<file path="config.mk">
export PLATFORM = sky130hd
export DESIGN_NAME = leds_pwm_driver_flat
export DESIGN_NICKNAME = d
export VERILOG_FILES = /design/src/rtl/leds_pwm_driver_if.sv /design/src/rtl/leds_pwm_driver.sv /design/src/flat_wrapper.sv
export SDC_FILE = /design/constraint.sdc
export NUM_CORES = 1
export LEC_CHECK = 0
export ABC_AREA = 1
export CORE_MARGIN = 2
export CORE_UTILIZATION = 40
export CTS_CLUSTER_DIAMETER = 100
export DETAILED_ROUTE_END_ITERATION = 7
export PLACE_DENSITY = 0.6
export SKIP_CTS_REPAIR_TIMING = 1
export SYNTH_ARGS = -nofsm -noshare
export SYNTH_HDL_FRONTEND = slang
export SYNTH_SLANG_ARGS = --single-unit
</file>
<file path="constraint.sdc">
create_clock -name clk -period 1.98 [get_ports clk]
set_input_delay 0.594 -clock clk [delete_from_list [all_inputs] [get_ports clk]]
set_output_delay 0.594 -clock clk [all_outputs]
set_load 0.01 [all_outputs]
</file>
<file path="src/rtl/leds_pwm_driver_if.sv">
// Control/pin bundle between the LED bus interface (master) and the PWM fade driver (slave).
interface leds_pwm_driver_if;
  logic ctrl_en;
  logic ctrl_led0;
  logic ctrl_led1;
  logic ctrl_led2;
  logic ctrl_led3;
  logic led0;
  logic led1;
  logic led2;
  logic led3;
  logic busy;

  modport master (
    output ctrl_en, ctrl_led0, ctrl_led1, ctrl_led2, ctrl_led3,
    input  led0, led1, led2, led3, busy
  );

  modport slave (
    input  ctrl_en, ctrl_led0, ctrl_led1, ctrl_led2, ctrl_led3,
    output led0, led1, led2, led3, busy
  );
endinterface

</file>
<file path="src/rtl/leds_pwm_driver.sv">
// Four-channel LED driver: per-LED duty ramps one step per prescaler tick toward on/off,
// and a shared free-running PWM counter turns duty into a registered pin waveform.
module leds_pwm_driver #(
  parameter int unsigned PWM_BITS       = 8,
  parameter int unsigned FADE_DIV       = 1024,
  parameter bit          LED_ACTIVE_LOW = 1'b1
) (
  input  logic             clk,
  input  logic             rst,
  leds_pwm_driver_if.slave bus_io
);

  localparam int unsigned         NumLeds = 4;
  localparam int unsigned         PreW    = (FADE_DIV > 1) ? $clog2(FADE_DIV) : 1;
  localparam logic [PreW-1:0]     PreMax  = PreW'(FADE_DIV - 1);
  localparam logic [PWM_BITS-1:0] DMax    = {PWM_BITS{1'b1}};

  typedef enum logic [1:0] {StOff, StRising, StOn, StFalling} led_st_e;

  logic [PreW-1:0]     presc_q, presc_d;
  logic                tick;
  logic [PWM_BITS-1:0] pwm_q, pwm_d;

  led_st_e             st_q     [NumLeds];
  led_st_e             st_d     [NumLeds];
  logic [PWM_BITS-1:0] duty_q   [NumLeds];
  logic [PWM_BITS-1:0] duty_d   [NumLeds];
  led_st_e             rise_st  [NumLeds];
  led_st_e             fall_st  [NumLeds];
  logic [PWM_BITS-1:0] rise_dty [NumLeds];
  logic [PWM_BITS-1:0] fall_dty [NumLeds];

  logic [NumLeds-1:0]  ctrl;
  logic [NumLeds-1:0]  up;
  logic [NumLeds-1:0]  lit;
  logic [NumLeds-1:0]  led_q, led_d;
  logic [NumLeds-1:0]  fading;
  logic                busy_q, busy_d;

  assign ctrl = {bus_io.ctrl_led3, bus_io.ctrl_led2, bus_io.ctrl_led1, bus_io.ctrl_led0};

  always_comb begin
    tick    = (presc_q == PreMax);
    presc_d = tick ? '0 : presc_q + 1'b1;
    pwm_d   = pwm_q + 1'b1;
  end

  // Rise/fall candidates are computed for every LED; the FSM picks one by target, so a
  // direction change and a duty step in the same cycle use the new direction.
  always_comb begin
    for (int i = 0; i < NumLeds; i++) begin
      up[i] = bus_io.ctrl_en & ctrl[i];

      rise_st[i]  = StRising;
      rise_dty[i] = duty_q[i];
      if (duty_q[i] == DMax) begin
        rise_st[i] = StOn;
      end else if (tick) begin
        rise_dty[i] = duty_q[i] + 1'b1;
        if (duty_q[i] == DMax - 1'b1) rise_st[i] = StOn;
      end

      fall_st[i]  = StFalling;
      fall_dty[i] = duty_q[i];
      if (duty_q[i] == '0) begin
        fall_st[i] = StOff;
      end else if (tick) begin
        fall_dty[i] = duty_q[i] - 1'b1;
        if (duty_q[i] == PWM_BITS'(1)) fall_st[i] = StOff;
      end

      st_d[i]   = st_q[i];
      duty_d[i] = duty_q[i];
      unique case (st_q[i])
        StOff: begin
          if (up[i]) begin
            st_d[i]   = rise_st[i];
            duty_d[i] = rise_dty[i];
          end
        end
        StOn: begin
          if (!up[i]) begin
            st_d[i]   = fall_st[i];
            duty_d[i] = fall_dty[i];
          end
        end
        StRising, StFalling: begin
          st_d[i]   = up[i] ? rise_st[i]  : fall_st[i];
          duty_d[i] = up[i] ? rise_dty[i] : fall_dty[i];
        end
        default: ;
      endcase

      // Full duty is forced lit so DMAX never shows a one-count dark slot.
      lit[i]    = (duty_q[i] == DMax) || (pwm_q < duty_q[i]);
      led_d[i]  = lit[i] ^ LED_ACTIVE_LOW;
      fading[i] = (st_d[i] == StRising) || (st_d[i] == StFalling);
    end
    busy_d = |fading;
  end

  always_ff @(posedge clk or negedge rst) begin
    if (!rst) begin
      presc_q <= '0;
      pwm_q   <= '0;
      led_q   <= {NumLeds{LED_ACTIVE_LOW}};
      busy_q  <= 1'b0;
      for (int i = 0; i < NumLeds; i++) begin
        st_q[i]   <= StOff;
        duty_q[i] <= '0;
      end
    end else begin
      presc_q <= presc_d;
      pwm_q   <= pwm_d;
      led_q   <= led_d;
      busy_q  <= busy_d;
      for (int i = 0; i < NumLeds; i++) begin
        st_q[i]   <= st_d[i];
        duty_q[i] <= duty_d[i];
      end
    end
  end

  assign bus_io.led0 = led_q[0];
  assign bus_io.led1 = led_q[1];
  assign bus_io.led2 = led_q[2];
  assign bus_io.led3 = led_q[3];
  assign bus_io.busy = busy_q;

endmodule
</file>
<file path="src/flat_wrapper.sv">
// flat-port wrapper written by rule: the top's interface ports become plain ports
module leds_pwm_driver_flat 
#(
  parameter int unsigned PWM_BITS       = 8,
  parameter int unsigned FADE_DIV       = 1024,
  parameter bit          LED_ACTIVE_LOW = 1'b1
)
  (clk, rst, bus_io_ctrl_en, bus_io_ctrl_led0, bus_io_ctrl_led1, bus_io_ctrl_led2, bus_io_ctrl_led3, bus_io_led0, bus_io_led1, bus_io_led2, bus_io_led3, bus_io_busy);
  leds_pwm_driver_if bus_io_i ();
  input  logic clk;
  input  logic rst;
  input wire logic [$bits(bus_io_i.ctrl_en)-1:0] bus_io_ctrl_en;
  input wire logic [$bits(bus_io_i.ctrl_led0)-1:0] bus_io_ctrl_led0;
  input wire logic [$bits(bus_io_i.ctrl_led1)-1:0] bus_io_ctrl_led1;
  input wire logic [$bits(bus_io_i.ctrl_led2)-1:0] bus_io_ctrl_led2;
  input wire logic [$bits(bus_io_i.ctrl_led3)-1:0] bus_io_ctrl_led3;
  output wire logic [$bits(bus_io_i.led0)-1:0] bus_io_led0;
  output wire logic [$bits(bus_io_i.led1)-1:0] bus_io_led1;
  output wire logic [$bits(bus_io_i.led2)-1:0] bus_io_led2;
  output wire logic [$bits(bus_io_i.led3)-1:0] bus_io_led3;
  output wire logic [$bits(bus_io_i.busy)-1:0] bus_io_busy;
  assign bus_io_i.ctrl_en = bus_io_ctrl_en;
  assign bus_io_i.ctrl_led0 = bus_io_ctrl_led0;
  assign bus_io_i.ctrl_led1 = bus_io_ctrl_led1;
  assign bus_io_i.ctrl_led2 = bus_io_ctrl_led2;
  assign bus_io_i.ctrl_led3 = bus_io_ctrl_led3;
  assign bus_io_led0 = bus_io_i.led0;
  assign bus_io_led1 = bus_io_i.led1;
  assign bus_io_led2 = bus_io_i.led2;
  assign bus_io_led3 = bus_io_i.led3;
  assign bus_io_busy = bus_io_i.busy;
  leds_pwm_driver #(.PWM_BITS(PWM_BITS), .FADE_DIV(FADE_DIV), .LED_ACTIVE_LOW(LED_ACTIVE_LOW)) u_core (.clk(clk), .rst(rst), .bus_io(bus_io_i));
endmodule
</file>
**Word-level counts from Yosys, hierarchy flattened**

Index checks and enable logic that the tools add are counted.

- Word-level logic and storage cells: 173
- Output and inout port bits: 5
- Flip-flop bits (word level): 63
- Input port bits: 7

- Reduce and logical (&&, ||, !) cells: 25
- Order comparisons: 4
- Bitwise logic cells: 8
- $add $sub $neg: 10
- Mux-type cells: 73
- Eq/ne operators: 41

Operators with widths:

| cell | count |
|---|---|
| 8-bit two-way mux | 28 |
| 8-bit one-hot mux with 3 select lines | 4 |
| 2-bit two-way mux | 36 |
| 8-bit == test, second input constant | 8 |
| 8-bit by 1-bit adder with 8-bit output, second input constant | 5 |
| 8-bit by 1-bit == test with 1-bit output, second input constant | 4 |
| 8-bit zero test | 4 |
| 8-bit < comparator | 4 |
| 8-bit by 1-bit subtractor with 8-bit output, second input constant | 4 |
| 2-bit == test, second input constant | 12 |
| 2-bit one-hot mux with 3 select lines | 4 |
| 2-bit by 1-bit == test with 1-bit output, second input constant | 8 |
| 10-bit by 1-bit adder with 10-bit output, second input constant | 1 |
| 10-bit == test, second input constant | 1 |
| 10-bit two-way mux | 1 |
| 2-bit zero test | 4 |
| 1-bit logical OR | 8 |
| 2-bit by 1-bit != test with 1-bit output, second input constant | 4 |
| 2-bit != test, second input constant | 4 |
| 2-bit AND reduction | 4 |
| 2-bit OR reduction | 4 |
| 1-bit AND | 4 |
| 1-bit inverter | 4 |
| 4-bit OR reduction | 1 |

**Depth between registers and ports, before layout**

- Depth after elaboration: 9
- Gate-level depth with buffers: 15
- Depth with buffers taken out: 14

**Worst setup path before layout**

OpenSTA, ideal clock, no wires.

- Path type: in2reg
- Start: input bus_io_ctrl_led2
- End: register u_core.duty_q[10] in the netlist's numbering
- Data arrival time: 1.610 ns
- Data required time: 1.861 ns
- Path slack: 0.251 ns
- Library setup time: 0.119 ns
- Stages: 7
- Cell sequence: nand2_1 -> inv_2 -> o21ai_0 -> clkbuf_1 -> o21ai_0 -> o21ai_1 -> nand2_1

- Word-level cells in the longest chain between the ends: 3
- Elaborated cells between the ends (all ways): 6
- Those cells by class: 2 x eq/ne; 2 x mux; 1 x bitwise; 1 x reduce/logical

RTL lines:

| item | RTL line | RTL |
|---|---|---|
| from (decl) | flat_wrapper.sv:15 | `input wire logic [$bits(bus_io_i.ctrl_led2)-1:0] bus_io_ctrl_led2;` |
| 1-bit AND (*) | leds_pwm_driver.sv:52 | `up[i] = bus_io.ctrl_en & ctrl[i];` |
| 8-bit two-way mux, or another cell as far along | leds_pwm_driver.sv:89 | `duty_d[i] = up[i] ? rise_dty[i] : fall_dty[i];` |
| 8-bit one-hot mux with 3 select lines or 2-bit AND reduction (tied branches) | n/a |  |
| to (signal, indexed assignment) | leds_pwm_driver.sv:119 | `duty_q[i] <= duty_d[i];` |
| to (decl) | leds_pwm_driver.sv:26 | `logic [PWM_BITS-1:0] duty_q [NumLeds];` |

Mark *: on every way between the ends. The rest lies on a longest branch, timed or not.
A chain may end at the register's enable or synchronous reset.

**Final worst setup path**

- Start: register u_core.presc_q[0]
- End: register u_core.busy_q, in the netlist u_core.bus_io.busy

- Word-level cells in the longest chain between the ends: 8
- Elaborated cells between the ends (all ways): 46
- Those cells by class: 9 x eq/ne; 32 x mux; 5 x reduce/logical

RTL lines:

| item | RTL line | RTL |
|---|---|---|
| from (decl) | leds_pwm_driver.sv:20 | `logic [PreW-1:0] presc_q, presc_d;` |
| from (signal assigned) | leds_pwm_driver.sv:113 | `presc_q <= presc_d;` |
| 10-bit == test (*) | leds_pwm_driver.sv:43 | `tick = (presc_q == PreMax);` |
| 2-bit two-way mux (on tied branches) | leds_pwm_driver.sv:67, leds_pwm_driver.sv:58 |  |
| 2-bit two-way mux (on tied branches) | leds_pwm_driver.sv:65, leds_pwm_driver.sv:56 |  |
| 2-bit two-way mux (on tied branches) | leds_pwm_driver.sv:88, leds_pwm_driver.sv:76, leds_pwm_driver.sv:82 |  |
| 2-bit one-hot mux with 3 select lines | leds_pwm_driver.sv:74 | `unique case (st_q[i])` |
| 2-bit by 1-bit == test with 1-bit output or 2-bit == test (tied branches) | leds_pwm_driver.sv:97 | `fading[i] = (st_d[i] == StRising) \|\| (st_d[i] == StFalling);` |
| 1-bit logical OR | leds_pwm_driver.sv:97 |  |
| 4-bit OR reduction (*) | leds_pwm_driver.sv:99 | `busy_d = \|fading;` |
| named net u_core.busy_d | leds_pwm_driver.sv:38 | `logic busy_q, busy_d;` |
| to (signal assigned) | leds_pwm_driver.sv:116 | `busy_q <= busy_d;` |
| to (decl) | leds_pwm_driver.sv:38 |  |

The timed path passes the listed nets; every way through them passes the cells marked *.

==> impl_summary.log <==
[metrics] status: finished, final reports clean
[metrics] cell row count: 43
[metrics] class of the worst hold path: in -> async
[metrics] number of nets in the synthesized netlist: around 900
[metrics] count of port buffers added during placement: 11
[metrics] overall power: about 8 mW
[metrics] number of placed I/O pins: 12
[metrics] power per standard cell area: 1126 mW/mm^2
[metrics] number of antenna violations at the first check in global routing: 0
[metrics] clock-pin slew of the registers on the worst-case setup and hold paths: 60 ps
[metrics] Max-Cap Viols: 0
[metrics] Std-Cell Core Area: 0.01399 mm^2
[metrics] aggregate routed wire length: ~15 mm
[metrics] element type at the critical path end: flip-flop
[metrics] critical path data arrival time: 2130 ps
[metrics] H-tree levels: 3
[metrics] ratio of cells with drive above 1 in the final layout: 14.78%
[metrics] post-synth cell types: slightly above 40
[metrics] final standard cell count with taps included and fillers excluded: 1100
[metrics] sequential element share of the synthesized area: 27.33%
[metrics] GR Util All Layers: between 10% and 20%
[metrics] share of synthesized flip-flops with an asynchronous set or reset: between 90% and 100%
[metrics] overflow left after global routing: 0
[metrics] FMAX: about 530 MHz
[metrics] detailed-placement wirelength estimate: 11.17 mm
[metrics] synth warn: 0
[metrics] placed cells: roughly 1100
[metrics] final cell utilization of the core: approximately half
[metrics] # clock sinks: 63
[metrics] setup repair after global routing missed its margin: true
[metrics] top cells by area, synth: sky130_fd_sc_hd__dfrtp_1 26%, sky130_fd_sc_hd__nand2_1 15%, sky130_fd_sc_hd__ha_1 10%
[metrics] average routed wire per standard cell: between 10 and 15 um
[metrics] via-per-instance ratio: between 5 and 6
[metrics] Final Max Tran Viols: 0
[metrics] Max transition margin: 76.60%
[metrics] global-route wire length before repair: between 20 and 25 mm
[metrics] detailed-router iteration count before antenna repair: 8
[metrics] root cell of the clock tree: sky130_fd_sc_hd__clkbuf_16
[metrics] TritonCTS clock tree: done
[metrics] required time at the worst-slack endpoint: 2220 ps
[metrics] kind of critical path: reg -> reg
[metrics] initial drt markers: between 300 and 400
[metrics] area share of the leading cell type in the synthesized netlist: 25.51%
[metrics] maximum number of pins on one net before global-route repair: 43
[metrics] die area: approximately 0.015 mm^2
[metrics] number of flops mapped to enable cells by yosys: 0
[metrics] area growth from synthesis to layout: 19.78%
[metrics] Synth area leader: sky130_fd_sc_hd__dfrtp_1
[metrics] fin nets: 971
[metrics] antenna cell count: 0
[metrics] total leakage power: 3.695 nW
[metrics] initial core utilization: 41.37%
[metrics] dominant register cell in the synthesized netlist: sky130_fd_sc_hd__dfrtp_1
[metrics] die extent in y: 124.3 um
[metrics] fin crit share: 95.38%
[metrics] Mapped Cells: 853
[metrics] final hold viol count: 0
[metrics] CP Max Fanout: 6
[metrics] per-instance average area after synthesis: 6.784 um^2
[metrics] Least-Margin Pin Slew: 350.6 ps
[metrics] GP Congestion: 0.8875
[metrics] register bit count reported by yosys: 63
[metrics] DRC Markers: 0
[metrics] largest voltage drop on the vdd net: 0.4733 mV
[metrics] worst-skew pair later-pin latency: roughly 350 ps
[metrics] via count of the first global-routing pass: 5110
[metrics] number of vias in the routed layout: approximately 5600
[metrics] Finish-stage setup viols: 0
[metrics] Die Span X: 124.3 um
[metrics] final critical path time including I/O delays and setup: 1889 ps
[metrics] Routed Antenna Nets: 0
[metrics] post-synthesis instance area: 0.005787 mm^2
[metrics] launching element type of the critical path: flip-flop
[metrics] clock buffer count from CTS: 9
[metrics] Max Root-Sink Buffers: 2
[metrics] final worst clock skew: 5.689 ps
==> cells in the final DEF (no fill, tap or decap), types with 11 or more instances in the layout <==
cell type / netlist / layout
sky130_fd_sc_hd__a21oi_1: 36 / 34
sky130_fd_sc_hd__buf_4: 4 / 66
sky130_fd_sc_hd__dfrtp_1: 59 / 59
sky130_fd_sc_hd__ha_1: 48 / 47
sky130_fd_sc_hd__inv_1: 100 / 100
sky130_fd_sc_hd__inv_2: 12 / 11
sky130_fd_sc_hd__nand2_1: 233 / 230
sky130_fd_sc_hd__nand3_1: 78 / 76
sky130_fd_sc_hd__nand4_1: 23 / 23
sky130_fd_sc_hd__nor2_1: 74 / 73
sky130_fd_sc_hd__o211ai_1: 12 / 12
sky130_fd_sc_hd__o21ai_0: 20 / 19
sky130_fd_sc_hd__o21ai_1: 16 / 16
sky130_fd_sc_hd__xor2_1: 47 / 47
==> cell usage after synthesis, types with 4 or more instances <==
| cell type | instances |
|---|---|
| sky130_fd_sc_hd__nand2_1 | 233 |
| sky130_fd_sc_hd__inv_1 | 100 |
| sky130_fd_sc_hd__nand3_1 | 78 |
| sky130_fd_sc_hd__nor2_1 | 74 |
| sky130_fd_sc_hd__dfrtp_1 | 59 |
| sky130_fd_sc_hd__ha_1 | 48 |
| sky130_fd_sc_hd__xor2_1 | 47 |
| sky130_fd_sc_hd__a21oi_1 | 36 |
| sky130_fd_sc_hd__nand4_1 | 23 |
| sky130_fd_sc_hd__o21ai_0 | 20 |
| sky130_fd_sc_hd__o21ai_1 | 16 |
| sky130_fd_sc_hd__inv_2 | 12 |
| sky130_fd_sc_hd__o211ai_1 | 12 |
| sky130_fd_sc_hd__buf_2 | 11 |
| sky130_fd_sc_hd__a31oi_1 | 8 |
| sky130_fd_sc_hd__clkbuf_1 | 8 |
| sky130_fd_sc_hd__nor2_2 | 8 |
| sky130_fd_sc_hd__a21boi_0 | 6 |
| sky130_fd_sc_hd__buf_6 | 5 |
| sky130_fd_sc_hd__nor3_1 | 5 |
| sky130_fd_sc_hd__o21a_1 | 5 |
| sky130_fd_sc_hd__buf_4 | 4 |
| sky130_fd_sc_hd__dfstp_2 | 4 |
| sky130_fd_sc_hd__nand3_2 | 4 |
==> sequential cells by signal, indices dropped and copies added (netlist names) <==
signal              count
u_core.bus_io.busy      1
u_core.st_q             8
u_core.pwm_q            8
u_core.duty_q          32
u_core.led_q            4
u_core.presc_q         10
==> worst max-delay path: stages, from the launching register on <==
cell                       delay [ps]
sky130_fd_sc_hd__dfrtp_1          370
sky130_fd_sc_hd__ha_2             190
sky130_fd_sc_hd__nand2_2           70
sky130_fd_sc_hd__nor2_4           170
sky130_fd_sc_hd__nand3b_4         170
sky130_fd_sc_hd__inv_8            120
sky130_fd_sc_hd__buf_12           120
sky130_fd_sc_hd__nand4_1          140
sky130_fd_sc_hd__nand3_1          140
sky130_fd_sc_hd__nand3_2          100
sky130_fd_sc_hd__a21oi_2          140
sky130_fd_sc_hd__nand2_1           50
==> cells by family (layout without fill, tap and decap cells) <==
group	count (synthesis)	in the layout	share of synthesized area, %
simple gates	438	438	33.12
buf+inv	143	210	10.49
compound gates	112	112	11.27
flops	63	63	27.33
xor+xnor	49	49	7.416
fa+ha+maj	48	48	10.38
==> worst paths after layout <==
| path | start | end | slack (ps) | cells past startpoint |
|---|---|---|---|---|
| hold reg to reg | u_core.presc_q[2] | u_core.presc_q[2] | 510 | 1 |
| setup / recovery | u_core.presc_q[0] | u_core.bus_io.busy | 90 | 11 |
| setup reg to reg | u_core.presc_q[0] | u_core.bus_io.busy | 90 | 11 |
| max in group asynchronous | rst | u_core.led_q[2] | 1390 | 2 |
| min in group clk | u_core.presc_q[2] | u_core.presc_q[2] | 510 | 1 |
| hold / removal | rst | u_core.duty_q[26] | 70 | 1 |
==> per-stage QoR <==
step / cell area (um^2) / setup TNS, ps / hold WS, ps / setup WS [ps]
5_1_grt: 6932 / -162.4 / 73.44 / -48.08
4_1_cts: 6774 / -54.77 / 75.02 / -21.03
6_report: 6932 / 0 / 74.67 / 91.41
3_3_place_gp: 6476 / -5259 / 442.0 / -260.1
3_5_place_dp: 6476 / -5646 / 446.4 / -268.9
2_1_floorplan: 5787 / 0 / 298.4 / 250.9
==> area by class of cell <==
| type | count | area, um^2 |
|---|---|---|
| repair buffers | 83 | 742.0 |
| clock buffers | 11 | 252.7 |
| multi-input cells | 647 | 3657 |
| well taps | 180 | 225.2 |
| inverters | 112 | 427.9 |
| fillers | 1448 | 7057 |
| flip-flops and latches | 63 | 1582 |
| clock inverters | 4 | 45.04 |
==> power by group <==
group          internal, mW  leakage (nW)  switching, mW
combinational          1.61          2.81           2.33
clock                  1.03         0.151          0.626
sequential             1.68         0.735          0.533
==> routing by layer <==
metal	vias up	global-route usage, %	share of wire, %
li1	2895	-	-
met5	-	0	0
met3	13	4.338	4.4
met1	2548	27.45	48
met4	0	5.552	1.2
met2	114	30.57	46
(Power assumes the default switching activity.)
